### src/rtl/cache_arb_pkg.sv
// Shared types and widths for the icache/dcache physical-memory arbiter.
package cache_arb_pkg;

   localparam int unsigned LINE_W = 256;
   localparam int unsigned ADDR_W = 32;

   typedef enum logic [1:0] {
      ARB_IDLE,
      ARB_ICACHE,
      ARB_DCACHE
   } arb_state_t;

   typedef enum logic {
      REQ_ICACHE,
      REQ_DCACHE
   } arb_req_t;

endpackage

### src/rtl/cache_arbiter_if.sv
// Bundle of the icache, dcache and main-memory pmem signals around the arbiter.
// master = caches plus memory model, slave = the arbiter itself.
interface cache_arbiter_if
   import cache_arb_pkg::*;
#(
   parameter int unsigned s_line = LINE_W,
   parameter int unsigned s_addr = ADDR_W
);

   // icache side
   logic [s_addr-1:0] i_pmem_address;
   logic              i_pmem_read;
   logic [s_line-1:0] i_pmem_rdata;
   logic              i_pmem_resp;

   // dcache side
   logic [s_addr-1:0] d_pmem_address;
   logic              d_pmem_read;
   logic              d_pmem_write;
   logic [s_line-1:0] d_pmem_wdata;
   logic [s_line-1:0] d_pmem_rdata;
   logic              d_pmem_resp;

   // memory side
   logic [s_addr-1:0] pmem_address;
   logic              pmem_read;
   logic              pmem_write;
   logic [s_line-1:0] pmem_wdata;
   logic [s_line-1:0] pmem_rdata;
   logic              pmem_resp;

   modport master (
      output i_pmem_address, i_pmem_read,
      input  i_pmem_rdata, i_pmem_resp,
      output d_pmem_address, d_pmem_read, d_pmem_write, d_pmem_wdata,
      input  d_pmem_rdata, d_pmem_resp,
      input  pmem_address, pmem_read, pmem_write, pmem_wdata,
      output pmem_rdata, pmem_resp
   );

   modport slave (
      input  i_pmem_address, i_pmem_read,
      output i_pmem_rdata, i_pmem_resp,
      input  d_pmem_address, d_pmem_read, d_pmem_write, d_pmem_wdata,
      output d_pmem_rdata, d_pmem_resp,
      output pmem_address, pmem_read, pmem_write, pmem_wdata,
      input  pmem_rdata, pmem_resp
   );

endinterface

### src/rtl/arb_rr_pick.sv
// Combinational 2-way requester selector: round-robin on ties when rr_en,
// otherwise dcache always wins a tie.
module arb_rr_pick
   import cache_arb_pkg::*;
(
   input  logic     req_i,
   input  logic     req_d,
   input  arb_req_t last_grant,
   input  logic     rr_en,
   output logic     grant_valid,
   output arb_req_t grant_id
);

   // pick the winner among the active requesters
   always_comb begin
      grant_valid = req_i | req_d;
      grant_id    = REQ_DCACHE;
      if (req_i && req_d) begin
         if (rr_en) begin
            grant_id = (last_grant == REQ_ICACHE) ? REQ_DCACHE : REQ_ICACHE;
         end
      end else if (req_i) begin
         grant_id = REQ_ICACHE;
      end
   end

endmodule

### src/rtl/cache_arbiter.sv
// Shares one line-wide pmem port between icache and dcache. A granted command
// is latched into the pmem registers and held until pmem_resp, which is then
// steered combinationally back to the owning cache only.
module cache_arbiter
   import cache_arb_pkg::*;
#(
   parameter int unsigned s_line = LINE_W,
   parameter int unsigned s_addr = ADDR_W,
   parameter bit          RR_EN  = 1'b1
) (
   input  logic          clk,
   input  logic          rst,
   cache_arbiter_if.slave bus
);

   arb_state_t        r_state;
   arb_state_t        w_next_state;
   arb_req_t          r_last_grant;
   logic [s_addr-1:0] r_pmem_address;
   logic              r_pmem_read;
   logic              r_pmem_write;
   logic [s_line-1:0] r_pmem_wdata;

   logic              w_req_i;
   logic              w_req_d;
   logic              w_grant_valid;
   arb_req_t          w_grant_id;
   logic              w_i_resp;
   logic              w_d_resp;

   assign w_req_i = bus.i_pmem_read;
   assign w_req_d = bus.d_pmem_read | bus.d_pmem_write;

   arb_rr_pick u_pick (
      .req_i       (w_req_i),
      .req_d       (w_req_d),
      .last_grant  (r_last_grant),
      .rr_en       (RR_EN),
      .grant_valid (w_grant_valid),
      .grant_id    (w_grant_id)
   );

   // state register
   always_ff @(posedge clk or negedge rst) begin
      if (!rst) begin
         r_state <= ARB_IDLE;
      end else begin
         r_state <= w_next_state;
      end
   end

   // next-state: grant from idle, return to idle on the memory response
   always_comb begin
      w_next_state = r_state;
      case (r_state)
         ARB_IDLE: begin
            if (w_grant_valid) begin
               w_next_state = (w_grant_id == REQ_DCACHE) ? ARB_DCACHE : ARB_ICACHE;
            end
         end
         ARB_ICACHE, ARB_DCACHE: begin
            if (bus.pmem_resp) w_next_state = ARB_IDLE;
         end
         default: w_next_state = ARB_IDLE;
      endcase
   end

   // command registers and last owner; loaded only on a grant from idle
   always_ff @(posedge clk or negedge rst) begin
      if (!rst) begin
         r_last_grant   <= REQ_ICACHE;
         r_pmem_address <= '0;
         r_pmem_read    <= 1'b0;
         r_pmem_write   <= 1'b0;
         r_pmem_wdata   <= '0;
      end else begin
         case (r_state)
            ARB_IDLE: begin
               if (w_grant_valid) begin
                  r_last_grant <= w_grant_id;
                  if (w_grant_id == REQ_DCACHE) begin
                     // write wins if both are asserted
                     r_pmem_address <= bus.d_pmem_address;
                     r_pmem_write   <= bus.d_pmem_write;
                     r_pmem_read    <= ~bus.d_pmem_write;
                     r_pmem_wdata   <= bus.d_pmem_wdata;
                  end else begin
                     r_pmem_address <= bus.i_pmem_address;
                     r_pmem_write   <= 1'b0;
                     r_pmem_read    <= 1'b1;
                     r_pmem_wdata   <= '0;
                  end
               end
            end
            ARB_ICACHE, ARB_DCACHE: begin
               if (bus.pmem_resp) begin
                  r_pmem_read  <= 1'b0;
                  r_pmem_write <= 1'b0;
               end
            end
            default: begin
               r_pmem_read  <= 1'b0;
               r_pmem_write <= 1'b0;
            end
         endcase
      end
   end

   // response steering: only the current owner sees pmem_resp
   always_comb begin
      w_i_resp = 1'b0;
      w_d_resp = 1'b0;
      case (r_state)
         ARB_ICACHE: w_i_resp = bus.pmem_resp;
         ARB_DCACHE: w_d_resp = bus.pmem_resp;
         default: ;
      endcase
   end

   assign bus.i_pmem_resp  = w_i_resp;
   assign bus.d_pmem_resp  = w_d_resp;
   assign bus.i_pmem_rdata = bus.pmem_rdata;
   assign bus.d_pmem_rdata = bus.pmem_rdata;
   assign bus.pmem_address = r_pmem_address;
   assign bus.pmem_read    = r_pmem_read;
   assign bus.pmem_write   = r_pmem_write;
   assign bus.pmem_wdata   = r_pmem_wdata;

endmodule
### src/flat_wrapper.sv
// flat-port wrapper written by rule: the top's interface ports become plain ports
module cache_arbiter_flat import cache_arb_pkg::*;
#(
   parameter int unsigned s_line = LINE_W,
   parameter int unsigned s_addr = ADDR_W,
   parameter bit          RR_EN  = 1'b1
)
  (clk, rst, bus_i_pmem_address, bus_i_pmem_read, bus_i_pmem_rdata, bus_i_pmem_resp, bus_d_pmem_address, bus_d_pmem_read, bus_d_pmem_write, bus_d_pmem_wdata, bus_d_pmem_rdata, bus_d_pmem_resp, bus_pmem_address, bus_pmem_read, bus_pmem_write, bus_pmem_wdata, bus_pmem_rdata, bus_pmem_resp);
  cache_arbiter_if #(.s_line(s_line), .s_addr(s_addr)) bus_i ();
  input  logic clk;
  input  logic rst;
  input wire logic [$bits(bus_i.i_pmem_address)-1:0] bus_i_pmem_address;
  input wire logic [$bits(bus_i.i_pmem_read)-1:0] bus_i_pmem_read;
  output wire logic [$bits(bus_i.i_pmem_rdata)-1:0] bus_i_pmem_rdata;
  output wire logic [$bits(bus_i.i_pmem_resp)-1:0] bus_i_pmem_resp;
  input wire logic [$bits(bus_i.d_pmem_address)-1:0] bus_d_pmem_address;
  input wire logic [$bits(bus_i.d_pmem_read)-1:0] bus_d_pmem_read;
  input wire logic [$bits(bus_i.d_pmem_write)-1:0] bus_d_pmem_write;
  input wire logic [$bits(bus_i.d_pmem_wdata)-1:0] bus_d_pmem_wdata;
  output wire logic [$bits(bus_i.d_pmem_rdata)-1:0] bus_d_pmem_rdata;
  output wire logic [$bits(bus_i.d_pmem_resp)-1:0] bus_d_pmem_resp;
  output wire logic [$bits(bus_i.pmem_address)-1:0] bus_pmem_address;
  output wire logic [$bits(bus_i.pmem_read)-1:0] bus_pmem_read;
  output wire logic [$bits(bus_i.pmem_write)-1:0] bus_pmem_write;
  output wire logic [$bits(bus_i.pmem_wdata)-1:0] bus_pmem_wdata;
  input wire logic [$bits(bus_i.pmem_rdata)-1:0] bus_pmem_rdata;
  input wire logic [$bits(bus_i.pmem_resp)-1:0] bus_pmem_resp;
  assign bus_i.i_pmem_address = bus_i_pmem_address;
  assign bus_i.i_pmem_read = bus_i_pmem_read;
  assign bus_i_pmem_rdata = bus_i.i_pmem_rdata;
  assign bus_i_pmem_resp = bus_i.i_pmem_resp;
  assign bus_i.d_pmem_address = bus_d_pmem_address;
  assign bus_i.d_pmem_read = bus_d_pmem_read;
  assign bus_i.d_pmem_write = bus_d_pmem_write;
  assign bus_i.d_pmem_wdata = bus_d_pmem_wdata;
  assign bus_d_pmem_rdata = bus_i.d_pmem_rdata;
  assign bus_d_pmem_resp = bus_i.d_pmem_resp;
  assign bus_pmem_address = bus_i.pmem_address;
  assign bus_pmem_read = bus_i.pmem_read;
  assign bus_pmem_write = bus_i.pmem_write;
  assign bus_pmem_wdata = bus_i.pmem_wdata;
  assign bus_i.pmem_rdata = bus_pmem_rdata;
  assign bus_i.pmem_resp = bus_pmem_resp;
  cache_arbiter #(.s_line(s_line), .s_addr(s_addr), .RR_EN(RR_EN)) u_core (.clk(clk), .rst(rst), .bus(bus_i));
endmodule
### config.mk
export PLATFORM = sky130hd
export DESIGN_NAME = cache_arbiter_flat
export DESIGN_NICKNAME = d
export VERILOG_FILES = /design/src/rtl/cache_arb_pkg.sv /design/src/rtl/cache_arbiter_if.sv /design/src/rtl/arb_rr_pick.sv /design/src/rtl/cache_arbiter.sv /design/src/flat_wrapper.sv
export SDC_FILE = /design/constraint.sdc
export NUM_CORES = 1
export LEC_CHECK = 0
export ABC_AREA = 1
export CAP_MARGIN = 20
export CORE_AREA = 2 2 537 539
export DETAILED_ROUTE_END_ITERATION = 8
export DIE_AREA = 0 0 539 541
export PLACE_DENSITY_LB_ADDON = 0.08
export SLEW_MARGIN = 30
export SYNTH_ARGS = -nofsm -noshare
export SYNTH_HDL_FRONTEND = slang
export SYNTH_SLANG_ARGS = --single-unit
### constraint.sdc
create_clock -name clk -period 2.75 [get_ports clk]
set_input_delay 0.55 -clock clk [delete_from_list [all_inputs] [get_ports clk]]
set_output_delay 0.55 -clock clk [all_outputs]
set_load 0.005 [all_outputs]
# Yosys cells after proc, flatten, opt, wreduce, memory -nomap -nowiden
# Index checks and enable logic that the tools add are counted.
[totals] register_bits=293 latch_bits=0 mem_bits_rw=0 mem_bits_ro=0 input_bits=582 out_inout_bits=804 word_cells=36 memories=0
[op_classes] add_sub_neg=0 n_mul=0 n_div=0 n_lt_le_gt_ge=0 eq_ne=4 shifts=0 muxes=18 bitwise_logic=3 n_reduce_logical=5
[ops] operator="$mux W256" count=1
[ops] operator="$mux W32" count=1
[ops] operator="$mux W1" count=10
[ops] operator="$mux W2" count=3
[ops] operator="$ne A2 B2 Y1 const B" count=2
[ops] operator="$pmux W1 S2" count=2
[ops] operator="$pmux W2 S2" count=1
[ops] operator="$reduce_and A2 Y1" count=2
[ops] operator="$eq A2 B1 Y1 const B" count=1
[ops] operator="$eq A2 B2 Y1 const B" count=1
[ops] operator="$logic_not A2 Y1" count=1
[ops] operator="$or A1 B1 Y1" count=2
[ops] operator="$reduce_or A2 Y1" count=1
[ops] operator="$logic_and A1 B1 Y1" count=1
[ops] operator="$not A1 Y1" count=1

# Logic depth before layout (Yosys ltp)
# Gate-level depths: netlist of run 1.
[logic_depth] depth_word=6 depth_mapped=9 ltp_nobuf=7

# Modules after synthesis
# A second synthesis of run 1 with hierarchy kept.
[hier_totals] cells_unflattened=1902 area_unflattened_um2=15922.8
[modules_own_cells] mod="cache_arbiter" n_inst=1 cells_per_inst=1898 area_each_um2=15905.3 seq_area_each_um2=7332.0
[modules_own_cells] mod="arb_rr_pick" n_inst=1 cells_per_inst=4 area_each_um2=17.5 seq_area_each_um2=0.0

# Least setup slack after synthesis of run 1
# No wires, ideal clock.
[synth_path] path_type="in2reg" start="in bus_i_pmem_read" end="reg u_core.r_pmem_wdata[242] (netlist: u_core.bus.pmem_wdata[242])" setup_time_ns=0.118 t_arrival_ns=1.437 required_ns=2.632 path_slack_ns=1.195 cell_stages=8 path_buffers=3 cell_sequence="buf_2 > inv_2 > a21oi_4 > inv_2 > buf_2 > buf_2 > nand2_1 > nand2_1"
[synth_between] elab_chain_len=3 word_cells_on_any_way=6 classes_between="3 x mux; 1 x bitwise; 2 x reduce/logical"
[synth_rtl] element="from (decl)" line="flat_wrapper.sv:13" rtl="input wire logic [$bits(bus_i.i_pmem_read)-1:0] bus_i_pmem_read;"
[synth_rtl] element="$mux W1 or $logic_and A1 B1 Y1 (tied branches)" line="arb_rr_pick.sv:22, arb_rr_pick.sv:18"
[synth_rtl] element="$mux W1" line="arb_rr_pick.sv:18" rtl="if (req_i && req_d) begin"
[synth_rtl] element="$mux W256" line="cache_arbiter.sv:81" rtl="if (w_grant_id == REQ_DCACHE) begin"
[synth_rtl] element="to (signal assigned)" line="cache_arbiter.sv:86" rtl="r_pmem_wdata <= bus.d_pmem_wdata;"
[synth_rtl] element="to (decl)" line="cache_arbiter.sv:22" rtl="logic [s_line-1:0] r_pmem_wdata;"
# Parallel ways exist; a longest one is shown, timed or not.
# A chain may end at the register's enable or synchronous reset.

# Worst setup path in the final report of run 1
[layout_path] start="reg u_core.r_state[0]" end="out bus_d_pmem_resp"
[layout_between] elab_chain_len=2
[layout_rtl] element="from (decl)" line="cache_arbiter.sv:16" rtl="arb_state_t r_state;"
[layout_rtl] element="from (signal assigned)" line="cache_arbiter.sv:48" rtl="r_state <= w_next_state;"
[layout_rtl] element="$eq A2 B2 Y1" line="cache_arbiter.sv:113" rtl="case (r_state)"
[layout_rtl] element="$mux W1" line="cache_arbiter.sv:113"
[layout_rtl] element="to (decl)" line="flat_wrapper.sv:21" rtl="output wire logic [$bits(bus_i.d_pmem_resp)-1:0] bus_d_pmem_resp;"
# Every way passes these cells.

==> results of run 1 <==
[synth_stat cells]
library cell | instances | area (um2)
inv_1 | 71 | 266.5
buf_1 | 7 | 26.28
o21ai_0 | 3 | 15.01
clkbuf_1 | 33 | 123.9
nor2_1 | 1 | 3.750
o21ai_1 | 1 | 5.000
ha_1 | 3 | 37.54
dfrtp_1 | 293 | 7332
nand3_1 | 323 | 1617
a21oi_4 | 1 | 16.27
o21ai_2 | 1 | 8.760
buf_2 | 62 | 310.3
nand2_1 | 621 | 2331
buf_4 | 512 | 3844
inv_2 | 2 | 7.510
[stage by stage]
stage                     instances  util (%)
after floorplan                1934         -
after global placement         5819     8.249
after detailed placement       5819     8.249
after CTS                      5914     8.837
after global routing           5914     8.837
final                          5918     8.841
[sequential cells by signal, indices dropped and copies added (netlist names)]
signal / cells
u_core.bus.pmem_wdata: 256
u_core.bus.pmem_write: 1
u_core.r_last_grant: 1
u_core.bus.pmem_address: 32
u_core.r_state: 2
u_core.bus.pmem_read: 1
[cell families after synthesis]
family,after synthesis,share of synthesized area (%)
compound gates,6,0.2825
fa+ha+maj,3,0.2354
buf+inv,687,28.71
flops,293,45.99
simple gates,945,24.78
[power groups by stage]
stage                     registers, mW  logic [mW]  clock network, mW
after floorplan                    7.44        4.83                  0
after global placement             7.74        14.8                  0
after detailed placement           7.66        14.7                  0
after CTS                          7.67        14.8               7.27
after global routing               7.88        15.6               7.34
final                              7.56        13.9               6.74
[final timing paths]
path | end | slack (ns) | cells after the start
worst max-delay path | bus_d_pmem_resp | 0.27 | 5
worst min-delay path | u_core.bus.pmem_wdata[56] | 0.39 | 2
worst max register to register | u_core.bus.pmem_wdata[196] | 0.61 | 9
worst min register to register | u_core.bus.pmem_wdata[220] | 0.48 | 2
max in group asynchronous | u_core.bus.pmem_wdata[204] | 1.52 | 3
min in group clk | u_core.bus.pmem_wdata[33] | 0.42 | 3
[layout make-up]
class                           count  area, um2  share of cell area (%)
Sequential cell                   293       7332                   28.96
Clock inverter                     12      140.1                  0.5534
Clock buffer                       82       1534                   6.058
Timing Repair Buffer              719       7244                   28.61
Tap cell                         3781       4731                   18.68
Antenna cell                        4      10.01                 0.03953
Inverter                           73      281.5                   1.112
Multi-Input combinational cell    954       4049                   15.99
[routing by layer]
metal  track usage [%]  vias up  share of wire (%)
li1                  -     5841                  -
met1             9.532     6021                 39
met2             12.20      817                 41
met3             5.131      371                 14
met4             4.494       10                6.0
met5            0.2959        -               0.13
[worst max-delay path, cell delays in order (launching register included)]
cell and delay (ns):
dfrtp_1 0.41, inv_1 0.09, ha_1 0.14, nand2_1 0.05
inv_1 0.05, clkdlybuf4s50_1 0.51
==> flow_summary.ini, run 1 <==
[clock_network]
cts_sinks = 293
cts_resized = 0
htree_levels = 2
cts.hold.buffers_added = 1
cts_tree = yes
cts.clk_slew.worst_paths_ns = 0.06
cts_setup_buffers = 0
cts_buffer_depth = 3
root_buffer = clkbuf_16
worstSkewPairLatency_ns = 0.68
numCtsBuffers = 52

[setup_path]
cp-end-kind = output port
critical_path_class = reg2out
crit_path_start_kind = register
worst-path-max-fanout = 3
cp.arrival_ns = 1.93
r2r_start = u_core.r_state[0]
crit_required_ns = 2.20
startpoint = u_core.r_state[0]

[hold_path]
hold_class = in2async

[sta]
worst_slack_ns = 0.2702
slew_viol_final = 0
holdWs_ns = 0.3870
finalSetupViolCount = 0
fin_crit_sh_pct = 90.18
fmax_ghz = 0.4033
tightest_slew_ns = 0.5803
finalSetupTns_ns = 0
hold_violations = 0
fin_skew_ns = 0.03470
slew_headroom_pct = 61.19
grt_setup_unrepaired = false
fin_crit_ns = 2.480

[pwr]
vdd_drop_max_v = 0.0004725
pwr-share-comb_pct = 49.3
p_int_mw = 16.22
finalPower_mw = 28.20
power_frac_seq_pct = 26.8
swShare_pct = 42.50
power_leakage_nw = 10.49
power_frac_clock_pct = 23.9
power.density_mw_per_mm2 = 1114
switching_power_mw = 11.99

[global_routing]
grt_start_max_net_pins = 51
grt_pass1_wl_mm = 162.7
grt_antenna_before_repair = 28
grt_overflow_total = 0
first_global_vias = 14770
grt.total_usage_pct = 8.434

[layout]
most-common-layout-cells = nand2_1 (620), clkdlybuf4s50_1 (615), nand3_1 (323), dfrtp_1 (293), buf_4 (77)
nets = 2678
area_growth_pct = 58.82
design_area_mm2 = 0.02532
layout_commonest_cell = nand2_1
fillerInstances = 33440
drive_gt1_share_pct = 8.626

[detailed_routing]
drt-initial-drc-count = 465
dr.pass1.iters = 5
viasPerCell = 2.207
ant_nets = 0
drc_errors = 0
vias = 13060
wl_per_cell_um = 21.28
wirelength_mm = 125.9

[yosys]
synth_fp_nets = 2519
synth-seq-cells = 293
syn_avg_cell_area_um2 = 8.244
yosysUniqueCellTypes = 15
yosys_warnings = 0
synth_cells = 1934
netlist_area_mm2 = 0.01594
synth-seq-area-share_pct = 45.99

[outcome]
status = complete, no violations

[placed_design]
place_congestion = 0.6811
place_area_mm2 = 0.02363
pre_cts_slack_ns = 0.2088
place.port_buffers = 617
hpwl_mm = 103.0

[floorplanning]
die_h_um = 541
num_rows = 197
die_w_um = 539
initial_core_util_pct = 5.567
pin_count = 1386
design.core.area_mm2 = 0.2864
die-area_mm2 = 0.2916

[flow_run]
drv_cap = 0
No activity file was read; power rests on OpenSTA's default activity.
==> run 2, diff against run 1 <==
- clock period: 2.75 -> 2.9 ns (I/O delays scaled with it)
==> run 2 against run 1 <==
- count of clock-buffer cells in the layout is 17 lower
- final cell count is 0.41% lower
- die area stayed put
- clock power is 3% lower
- sequential share of layout area is 0.12 points higher
- final area is 0.40% lower
- total power is 5.2% lower
- critical path depth stayed put
- sequential cell count stayed put
- critical endpoint unchanged
- largest power group unchanged
- highest routed layer unchanged
==> flow_summary.ini, run 2 (synthesis results as in run 1) <==
[outcome]
status = complete, no violations

[sta]
fin_crit_ns = 2.518
finalSetupTns_ns = 0
grt_setup_unrepaired = false
tightest_slew_ns = 0.6852
finalSetupViolCount = 0
holdWs_ns = 0.4423
fin_crit_sh_pct = 86.82
slew_headroom_pct = 54.32
slew_viol_final = 0
hold_violations = 0
worst_slack_ns = 0.3822
fin_skew_ns = 0.02262
fmax_ghz = 0.3972

[floorplanning]
die_w_um = 539
num_rows = 197
die_h_um = 541
initial_core_util_pct = 5.567
die-area_mm2 = 0.2916
design.core.area_mm2 = 0.2864
pin_count = 1386

[clock_network]
cts.clk_slew.worst_paths_ns = 0.06
htree_levels = 2
worstSkewPairLatency_ns = 0.70
root_buffer = clkbuf_16
cts_resized = 0
cts.hold.buffers_added = 1
cts_tree = yes
cts_setup_buffers = 0
cts_sinks = 293
cts_buffer_depth = 3
numCtsBuffers = 51

[global_routing]
grt_start_max_net_pins = 61
grt_overflow_total = 0
grt_pass1_wl_mm = 162.6
grt.total_usage_pct = 8.444
first_global_vias = 14650
grt_antenna_before_repair = 36

[layout]
design_area_mm2 = 0.02522
layout.cells.non_filler = 5894
largest_reg_flops = 256
nets = 2660
layout_commonest_cell = nand2_1
fin_util_pct = 8.805
most-common-layout-cells = nand2_1 (620), clkdlybuf4s50_1 (615), nand3_1 (323), dfrtp_1 (293), inv_1 (71)
drive_gt1_share_pct = 8.199
area_growth_pct = 58.18
fillerInstances = 33380

[setup_path]
cp.arrival_ns = 1.94
slowest_stage = clkdlybuf4s50_1
max_stage_delay_ns = 0.51
worst-path-max-fanout = 3
crit_top_cell = inv_1
crit_chain = inv_1 > ha_1 > nand2_1 > inv_1 > clkdlybuf4s50_1
cp-end-kind = output port
crit_path_start_kind = register
critical_path_class = reg2out
crit_required_ns = 2.32

[detailed_routing]
wl_per_cell_um = 21.45
viasPerCell = 2.227
drt-initial-drc-count = 510
drc_errors = 0
dr.pass1.iters = 6
ant_nets = 0
wirelength_mm = 126.5
vias = 13130

[hold_path]
hold_class = in2reg

[flow_run]
drv_cap = 0

[pwr]
power.density_mw_per_mm2 = 1061
vdd_drop_max_v = 0.0004626
finalPower_mw = 26.75
power_leakage_nw = 10.42

[placed_design]
pre_cts_slack_ns = 0.2740
place.port_buffers = 617
hpwl_mm = 102.1
place_area_mm2 = 0.02351
place_congestion = 0.6858
dp.cells = 5802
run 2: worst max-delay path: cells and delay by family (launching register included):
| kind | cells | cell delay, ns |
|---|---|---|
| and+or+nand+nor | 1 | 0.05 |
| buffers and inverters | 3 | 0.66 |
| adders and majority gates | 1 | 0.15 |
| DFF | 1 | 0.41 |
run 2: power breakdown:
part	internal, mW	switching (mW)	leakage [nW]
combinational	5.56	7.37	5.89
clock	3.79	2.78	0.832
sequential	5.95	1.30	3.70
run 2: final timing paths:
| check | from | end | slack (ns) | cells after the start |
|---|---|---|---|---|
| worst min-delay path | bus_d_pmem_wdata[66] | u_core.bus.pmem_wdata[66] | 0.44 | 3 |
| worst max register to register | u_core.r_state[0] | u_core.bus.pmem_wdata[119] | 0.85 | 8 |
| worst max-delay path | u_core.r_state[0] | bus_d_pmem_resp | 0.38 | 5 |
| min in group asynchronous | rst | u_core.bus.pmem_wdata[19] | 0.46 | 2 |
| worst min register to register | u_core.bus.pmem_wdata[220] | u_core.bus.pmem_wdata[220] | 0.48 | 2 |
| max in group asynchronous | rst | u_core.bus.pmem_wdata[82] | 1.48 | 3 |
run 2: routing by layer:
layer / wire length (um) / track usage (%)
met4: 7609 / 4.545
met5: 200 / 0.2959
met3: 18330 / 5.501
met2: 51540 / 12.12
met1: 48770 / 9.374
run 2: cell type report:
cell class	instances	area (um2)	share of cell area, %
Antenna cell	3	7.507	0.02977
Inverter	73	281.5	1.116
Sequential cell	293	7332	29.07
Clock buffer	65	1409	5.586
Multi-Input combinational cell	954	4049	16.05
Tap cell	3781	4731	18.76
Clock inverter	23	281.5	1.116
Timing Repair Buffer	702	7129	28.27
